--- config.mk ---
export PLATFORM = sky130hd
export DESIGN_NAME = cdb_arbiter
export DESIGN_NICKNAME = d
export VERILOG_FILES = /design/src/rtl/lc3b_types.sv /design/src/rtl/rr_priority_pick.sv /design/src/rtl/cdb_arbiter.sv
export SDC_FILE = /design/constraint.sdc
export NUM_CORES = 1
export LEC_CHECK = 0
export ABC_AREA = 1
export CAP_MARGIN = 15
export CORE_MARGIN = 3
export CORE_UTILIZATION = 43
export CTS_BUF_LIST = sky130_fd_sc_hd__clkbuf_4 sky130_fd_sc_hd__clkbuf_8
export DETAILED_ROUTE_END_ITERATION = 8
export GPL_ROUTABILITY_DRIVEN = 0
export HOLD_SLACK_MARGIN = 0.08
export PLACE_DENSITY = 0.95
export SLEW_MARGIN = 20
export SYNTH_ARGS = -nofsm -noshare
export SYNTH_HDL_FRONTEND = slang
export SYNTH_SLANG_ARGS = --single-unit
--- constraint.sdc ---
create_clock -name clk -period 4.1 [get_ports clk]
set_input_delay 0.41 -clock clk [delete_from_list [all_inputs] [get_ports clk]]
set_output_delay 0.41 -clock clk [all_outputs]
set_load 0.01 [all_outputs]
--- src/rtl/lc3b_types.sv ---
// Shared LC-3b datapath types: CDB record, machine word, source index.
package lc3b_types;

    localparam int data_width = 16;
    localparam int tag_width  = 3;
    localparam int MAX_SRC    = 8;

    typedef logic [data_width-1:0]      lc3b_word;
    typedef logic [tag_width-1:0]       lc3b_tag;
    typedef logic [$clog2(MAX_SRC)-1:0] cdb_src_t;

    typedef struct packed {
        logic     valid;
        lc3b_tag  tag;
        lc3b_word data;
    } cdb_t;

    localparam cdb_t CDB_IDLE = '0;

    // (base + off) mod n for base < n and off < n, without a divider
    function automatic int wrap_idx(input int base, input int off, input int n);
        int s;
        s = base + off;
        return (s >= n) ? s - n : s;
    endfunction

endpackage

--- src/rtl/rr_priority_pick.sv ---
// Round-robin priority pick: first requester at or after ptr, with wrap.
module rr_priority_pick
    import lc3b_types::*;
#(
    parameter int N  = 4,
    parameter int PW = (N > 1) ? $clog2(N) : 1
) (
    input  logic [N-1:0]  req,
    input  logic [PW-1:0] ptr,
    output logic [N-1:0]  grant,
    output logic [PW-1:0] winner,
    output logic          found
);

    int idx;

    always_comb begin
        grant  = '0;
        winner = '0;
        found  = 1'b0;
        idx    = 0;
        for (int k = 0; k < N; k++) begin
            idx = wrap_idx(int'(ptr), k, N);
            if (!found && req[idx]) begin
                found      = 1'b1;
                grant[idx] = 1'b1;
                winner     = PW'(idx);
            end
        end
    end

endmodule

--- src/rtl/cdb_arbiter.sv ---
// CDB arbiter: round-robin grant, registered single broadcast record.
module cdb_arbiter
    import lc3b_types::*;
#(
    parameter int NUM_SRC = 4
) (
    input  logic               clk,
    input  logic               flush,
    input  cdb_t               CDB_req [NUM_SRC],
    output logic [NUM_SRC-1:0] grant,
    output cdb_t               CDB_out,
    output logic               busy
);

    localparam int PW = (NUM_SRC > 1) ? $clog2(NUM_SRC) : 1;

    logic [NUM_SRC-1:0] req_v;
    logic [NUM_SRC-1:0] pick_grant;
    logic [PW-1:0]      rr_ptr;
    logic [PW-1:0]      winner;
    logic [PW-1:0]      ptr_next;
    logic               found;

    always_comb begin
        req_v = '0;
        for (int i = 0; i < NUM_SRC; i++) begin
            req_v[i] = CDB_req[i].valid;
        end
    end

    rr_priority_pick #(
        .N  (NUM_SRC),
        .PW (PW)
    ) u_pick (
        .req    (req_v),
        .ptr    (rr_ptr),
        .grant  (pick_grant),
        .winner (winner),
        .found  (found)
    );

    // No station may retire while the pipeline is being flushed
    assign grant = flush ? '0 : pick_grant;
    assign busy  = |req_v;

    assign ptr_next = (winner == PW'(NUM_SRC - 1)) ? '0 : winner + 1'b1;

    always_ff @(posedge clk) begin
        if (flush) begin
            CDB_out <= CDB_IDLE;
            rr_ptr  <= '0;
        end else if (found) begin
            CDB_out <= CDB_req[winner];
            rr_ptr  <= ptr_next;
        end else begin
            CDB_out <= CDB_IDLE;
        end
    end

endmodule

==> summary.txt, run 1 <==
Run status
  • Status: complete, no violations

Power
  • Switching pwr: around 1000 uW
  • Clock network power share: 0.078
  • Peak supply drop: roughly 0.33 mV
  • Lkg Pwr: 0.00151 uW
  • Logic pwr share: 0.753
  • Internal: roughly 1000 uW
  • Pwr/cell area: between 600 and 700 nW/um^2
  • Switching Share: 0.508
  • Sequential share of power: 0.168
  • Total power: 2050 uW

Cells and area
  • Area of the multi-input gates: between 1000 and 1500 sq um
  • Layout area overhead: 57.5%
  • Filler cells: 350
  • Final core occ: 0.729
  • ANT cells: 0
  • Nets: about 510
  • Register area: approximately 440 sq um
  • Design area: 3020 sq um
  • Layout cells sized above 1: 0.0570

Global route
  • Largest net degree at the start of global routing: 41
  • First-pass GRT wire length: ~9600 um
  • Remaining global-route overflow: 0
  • Vias in the first global route: between 2000 and 2500
  • Initial antenna violation count: 0
  • Total Routing Usage GR: 0.225

Routing
  • Vias post-DR: about 2400
  • First-pass iteration count of the detailed router: 4
  • Met2 WL post-DR: 3060 um
  • Highest metal used: met4
  • Detail Route Antenna Nets: 0
  • # DRC: 0
  • DRT met1 WL: between 2000 and 2500 um
  • Routed WL per cell: between 10 and 15 um
  • Met3 WL post-DR: roughly 480 um
  • Vias per std cell: roughly 5.0
  • Iter 0 DRT Violations: 163
  • Final wirelength: approximately 5900 um

Worst hold path
  • HP Class: register to register

Timing
  • RSZ-0062 raised after global routing: no
  • Slew HR: 0.558
  • Final Hold Fails: 0
  • Slew of the pin with the lowest slew margin: roughly 660 ps
  • Clock Skews: ~13 ps
  • Setup TNS Final: 0 ps
  • Final Setup Violations: 0
  • Min Clock Period, post-route: between 3000 and 4000 ps
  • Final slew viol count: 0
  • Max frequency: 0.317 GHz
  • Final period util: 0.769

Setup path
  • Crit. path cell count: 13
  • Worst setup startpoint: rr_ptr[0]
  • CP delay by family, top: buffers and inverters
  • CP max stage cell: dfxtp_1
  • Buffers and inverters on the worst path: 4
  • Reg2reg path depth: 12
  • FF-to-FF End: CDB_out[16]
  • Critical Path Sink Type: primary output
  • Required @ worst endpoint: 3690 ps
  • CP max FO: 10
  • Critical path class: register to primary output
  • Slowest stage delay, CP: 580 ps
  • Register-to-register setup slack: approximately 1600 ps
  • CP Cell Sequence: inv_6 > ha_1 > inv_1 > nand2_1 > nand2_2 > nor2_4 > nand2_1 > o22ai_1 > a21oi_1 > o21ai_0 > nand2_1 > inv_1 > clkdlybuf4s50_1
  • Crit path launch type: register
  • Arrival @ worst endpoint: ~2700 ps
  • CP endpoint: grant[0]
  • Reg2reg start: rr_ptr[0]
  • Top cell by count, worst path: nand2_1

CTS
  • Post-CTS setup buffer count: 0
  • Root Buffer: clkbuf_8
  • Cts hold-fix bufs: 0
  • # clock sinks: 22
  • Max Buffers Root-to-Sink: 2
  • Clk slew on worst S/H paths: approximately 70 ps
  • Cts bufs inserted: 3
  • Cts repair resizes: 0
  • H-Tree Depth: 1
  • Worst-Skew Late Latency: around 270 ps
  • CTS tree: built

Place
  • Placed instance area: 2970 sq um
  • Final HPWL DP: around 4600 um
  • Port bufs: roughly 110

Die
  • Initial Utilization: 0.463
  • Core area: 4140 sq um
  • Die X: a little over 70 um
  • Ports: between 100 and 150
  • Die height: 72.8 um
  • Die footprint: 5300 sq um
  • Std-Cell Rows: 23

Yosys
  • Sequential element share of the synthesized area: 0.230
  • Ys flop type: dfxtp_1
  • Share of synthesized flip-flops with an asynchronous set or reset: 0
  • Largest cells by area after synthesis: dfxtp_1 (23%), nand3_1 (17%), inv_1 (15%), nand2_1 (13%), nand3b_1 (7.4%)
  • Synthesized area: between 1500 and 2000 sq um
  • Synth top area share: 0.230
  • Syn. warnings: 0
  • Most area-hungry cell type in the Yosys netlist: dfxtp_1
  • Cell with the most instances after synthesis: inv_1
  • Syn nets: a little over 400
  • Avg Cell Area, Syn: a little under 6 sq um
  • Unique masters post-synth: 26
  • Cells after Synth: ~330
  • Synth cell count leaders: inv_1 (75), nand2_1 (64), nand3_1 (64)
  • Flops & latches, synth: 22
  • Number of synthesized flops with an enable pin: 0

Run
  • Max_cap viols: 0
-- stage by stage --
| stage | worst slack, ps | std cells | hold WS [ps] |
|---|---|---|---|
| 2_1_floorplan | 2010 | 325 | 482 |
| 3_3_place_gp | 1330 | 467 | 650 |
| 3_5_place_dp | 1240 | 467 | 674 |
| 4_1_cts | 957 | 471 | 687 |
| 5_1_grt | 731 | 471 | 725 |
| 6_report | 946 | 471 | 687 |
-- registers in the layout, summed over array words and instances (netlist names) --
| name | cells |
|---|---|
| rr_ptr | 2 |
| CDB_out | 20 |
-- kinds of logic after synthesis --
| logic type | Yosys count | share of synthesized area |
|---|---|---|
| and+or+nand+nor | 167 | 0.434 |
| AOI/OAI and AO/OA | 36 | 0.101 |
| buffers and inverters | 96 | 0.209 |
| DFF | 22 | 0.230 |
| adders and majority gates | 4 | 0.0261 |
-- worst reg2reg max path, delay by kind of cell (launching register included) --
| family | cells | cell delay, ps |
|---|---|---|
| adders and majority gates | 1 | 390 |
| and+or+nand+nor | 7 | 980 |
| DFF | 1 | 580 |
| buffers and inverters | 2 | 190 |
| AOI/OAI and AO/OA | 2 | 280 |
-- final cells by class --
cell class | count | area share
well taps | 50 | 0.0207
multi-input cells | 207 | 0.356
repair buffers | 109 | 0.359
inverters | 79 | 0.100
clock buffers | 4 | 0.0182
flip-flops and latches | 22 | 0.146
-- metal layers --
| metal | GRT usage | vias up |
|---|---|---|
| li1 | - | 1207 |
| met1 | 0.253 | 1032 |
| met2 | 0.406 | 108 |
| met3 | 0.0482 | 14 |
| met4 | 0.0984 | 0 |
| met5 | 0 | - |
-- worst min path at each step --
stage | startpoint | to | slack, ps | cells after the start
2_1_floorplan | flush | rr_ptr[0] | 480 | 1
6_report | rr_ptr[1] | rr_ptr[1] | 690 | 2
3_5_place_dp | rr_ptr[1] | rr_ptr[1] | 670 | 2
5_1_grt | rr_ptr[1] | rr_ptr[1] | 720 | 2
4_1_cts | rr_ptr[1] | rr_ptr[1] | 690 | 2
3_3_place_gp | rr_ptr[1] | rr_ptr[1] | 650 | 2
-- power by group through the flow --
stage,Clock [uW],Sequential [uW],Combinational (uW)
after floorplan,0,370,1110
after global placement,0,348,1480
after detailed placement,0,349,1530
after CTS,161,347,1540
after global routing,168,356,1730
final,160,345,1540
-- placed cells by master, fill, tap and decap left out, drive strengths merged --
master / count
a211oi: 1
a21boi: 1
a21oi: 24
buf: 3
clkbuf: 4
clkdlybuf4s50: 106
clkinv: 2
dfxtp: 22
ha: 4
inv: 77
nand2: 73
nand3: 67
nand3b: 19
nand4: 1
nor2: 6
nor4: 1
o21ai: 6
o22ai: 4
No activity file was read; power rests on OpenSTA's default activity.
==> run 2, diff against run 1 <==
CORE_UTILIZATION = 36   (was 43)
PLACE_DENSITY = 0.88   (was 0.95)
clock period = 2.9 ns   (was 4.1 ns; I/O delays follow)
==> run 2 against run 1 <==
Clock power rose by 82%; combinational power up 50%; final cell count rose by 4.7%; via count stayed put; non-clock buffer count increased by 5; clock-buffer cell count shrank 1; worst hold slack got worse by 60 ps; utilization decreased by 9.7 points; setup slack got worse by 800 ps; critical path depth stayed put; critical endpoint is now grant[1].
==> summary.txt, run 2 (synthesis results as in run 1) <==
Cells and area
  • Filler cells: 483 (was 350)
  • Leading cell type in the layout, fill and taps excluded: clkdlybuf4s50_1 (unchanged)
  • ANT cells: 0 (unchanged)
  • Top Registers: CDB_out: 20 flops, rr_ptr: 2 flops (unchanged)
  • Max reg flops: 20 (unchanged)
  • Top reg by flops: CDB_out (unchanged)
  • Design area: 3120 sq um (was 3020 sq um)
  • Layout cells sized above 1: 0.0751 (was 0.0570)
  • Layout area overhead: 62.8% (was 57.5%)
  • Finished Layout Cells: 493 (was 471)
  • Most frequent cells in the layout: clkdlybuf4s50_1 (106), inv_1 (74), nand2_1 (64), nand3_1 (64), a21oi_1 (24) (was clkdlybuf4s50_1 (106), inv_1 (75), nand2_1 (64), nand3_1 (64), a21oi_1 (24))
  • Nets: 513 (was 508)

Die
  • Die footprint: 6240 sq um (was 5300 sq um)
  • Die X: 79.0 um (was 72.8 um)
  • Initial Utilization: 0.388 (was 0.463)
  • Std-Cell Rows: 25 (was 23)
  • Die height: 79.0 um (was 72.8 um)
  • Ports: 107 (unchanged)
  • Core area: 4940 sq um (was 4140 sq um)

Global route
  • Met1 GRT Util: 0.240 (was 0.253)
  • Remaining global-route overflow: 0 (unchanged)
  • Gr busiest metal: met2 (unchanged)
  • Vias in the first global route: 2207 (was 2255)
  • Largest net degree at the start of global routing: 41 (unchanged)
  • Total Routing Usage GR: 0.195 (was 0.225)
  • First-pass GRT wire length: 10100 um (was 9590 um)
  • Met2 Track Usage GR: 0.337 (was 0.406)
  • Met3 global-route usage: 0.0488 (was 0.0482)
  • Initial antenna violation count: 0 (unchanged)

Power
  • Total power: 3080 uW (was 2050 uW)
  • Lkg Pwr: 0.00155 uW (was 0.00151 uW)
  • Pwr/cell area: 985 nW/um^2 (was 678 nW/um^2)
  • Peak supply drop: 0.652 mV (was 0.330 mV)

Worst hold path
  • Hold Path Stages: 2 (unchanged)
  • HP Class: primary input to register (was register to register)
  • Worst hold start: flush (was rr_ptr[1])
  • Hold Crit Endpoint: rr_ptr[0] (was rr_ptr[1])

Timing
  • Setup TNS Final: 0 ps (unchanged)
  • Slew of the pin with the lowest slew margin: 579 ps (was 660 ps)
  • Slew HR: 0.611 (was 0.558)
  • Hold_ws: 627 ps (was 687 ps)
  • RSZ-0062 raised after global routing: no (unchanged)
  • Clock Skews: 5.63 ps (was 13.1 ps)
  • Final slew viol count: 0 (unchanged)
  • Min Clock Period, post-route: ~2800 ps
  • Final Setup Violations: 0 (unchanged)
  • Max frequency: ~0.36 GHz
  • Final period util: 0.951
  • Final Hold Fails: 0 (unchanged)

Routing
  • Vias per std cell: 4.79 (was 5.01)
  • Detail Route Antenna Nets: 0 (unchanged)
  • First-pass iteration count of the detailed router: 6 (was 4)
  • Routed WL per cell: 12.4 um (was 12.6 um)
  • Iter 0 DRT Violations: 139 (was 163)
  • # DRC: 0 (unchanged)
  • Final wirelength: 6130 um (was 5930 um)
  • Vias post-DR: 2361 (unchanged)

CTS
  • Post-CTS setup buffer count: 0 (unchanged)
  • # clock sinks: 22 (unchanged)
  • Cts bufs inserted: 3 (unchanged)
  • Max Buffers Root-to-Sink: 2 (unchanged)
  • CTS tree: built (unchanged)
  • Root Buffer: clkbuf_8 (unchanged)
  • Clk slew on worst S/H paths: 80 ps (was 70 ps)
  • H-Tree Depth: 1 (unchanged)
  • Worst-Skew Late Latency: 270 ps (about the same)

Setup path
  • Reg2reg path depth: 13 (was 12)
  • Critical Path Sink Type: primary output (unchanged)
  • FF-to-FF End: CDB_out[10] (was CDB_out[16])
  • Required @ worst endpoint: 2610 ps (was 3690 ps)
  • Arrival @ worst endpoint: 2470 ps (was 2740 ps)
  • Reg2reg start: rr_ptr[1] (was rr_ptr[0])
  • Crit path launch type: register (unchanged)
  • CP max FO: 7 (was 10)
  • Critical path class: register to primary output (unchanged)
  • Register-to-register setup slack: 720 ps (was 1590 ps)

Place
  • Port bufs: 106 (unchanged)
  • Final HPWL DP: 4760 um (was 4600 um)
  • Placed instance area: 3040 sq um (was 2970 sq um)
  • Placed cells: 489 (was 467)

Run
  • Max_cap viols: 0 (unchanged)

Run status
  • Status: complete, no violations (unchanged)
run 2: changes by cell type in the layout (fill, tap and decap cells not counted):
cell and change:
inv_1 -1, buf_4 +4, buf_12 +1, bufinv_16 +1
clkbuf_8 -1, ha_4 +1, ha_1 -1, dfxtp_1 -1
dfxtp_2 +1, inv_2 +1
run 2: power breakdown:
group | switching, uW | total (uW) | internal (uW)
registers | 48.0 | 475 | 427
clock network | 108 | 292 | 184
logic | 1340 | 2310 | 968
run 2: cell type report:
type,instances,area (sq um),area share
Multi-Input combinational cell,207,1090,0.349
Tap cell,67,83.8,0.0269
Timing Repair Buffer,114,1130,0.363
Sequential cell,22,442,0.141
Clock inverter,1,30.0,0.00962
Inverter,79,303,0.0970
Clock buffer,3,41.3,0.0132
run 2: critical path: stages (launching register included):
cell             delay [ps]
dfxtp_2                 410
inv_2                   100
ha_4                    300
inv_1                    60
nand2_1                  70
nand2_2                  70
nor2_4                  130
nand2_1                 130
o22ai_1                 130
a21oi_1                  70
o21ai_0                  90
nand2_1                  70
inv_1                    50
clkdlybuf4s50_1         520
run 2: worst max path at each step:
stage	from	to	cells after the start	slack [ps]
global placement	rr_ptr[1]	grant[2]	13	360
global route	rr_ptr[1]	grant[2]	13	4
detailed placement	rr_ptr[1]	grant[1]	13	230
floorplan	rr_ptr[0]	CDB_out[3]	13	880
CTS	rr_ptr[1]	grant[1]	13	30
finish	rr_ptr[1]	grant[1]	13	140
run 2: layer usage:
metal / vias up / wire, um
li1: 1219 / -
met1: 1052 / 2490
met2: 82 / 3150
met3: 8 / 419
met4: 0 / 73
met5: - / 0
run 2: repair_timing:
| item | 4_1_cts | 5_1_grt |
|---|---|---|
| resized for setup | 1 | 2 |
| gates cloned | 0 | 0 |
| endpoints found under the setup margin | 4 | 4 |
| hold buffers | 0 | 0 |
| endpoints found under the hold margin | 0 | 0 |
run 2: metrics by stage:
| step | setup slack, ps | utilization |
|---|---|---|
| 2_1_floorplan | 881 | - |
| 3_3_place_gp | 362 | 0.614 |
| 3_5_place_dp | 229 | 0.614 |
| 4_1_cts | 31.3 | 0.629 |
| 5_1_grt | 3.76 | 0.632 |
| 6_report | 142 | 0.632 |
==> run 3, diff against run 2 <==
GPL_ROUTABILITY_DRIVEN = 1   (was 0)
==> results of run 3 <==
Same layout as run 2: the final DEF is identical, and so are final timing and power.
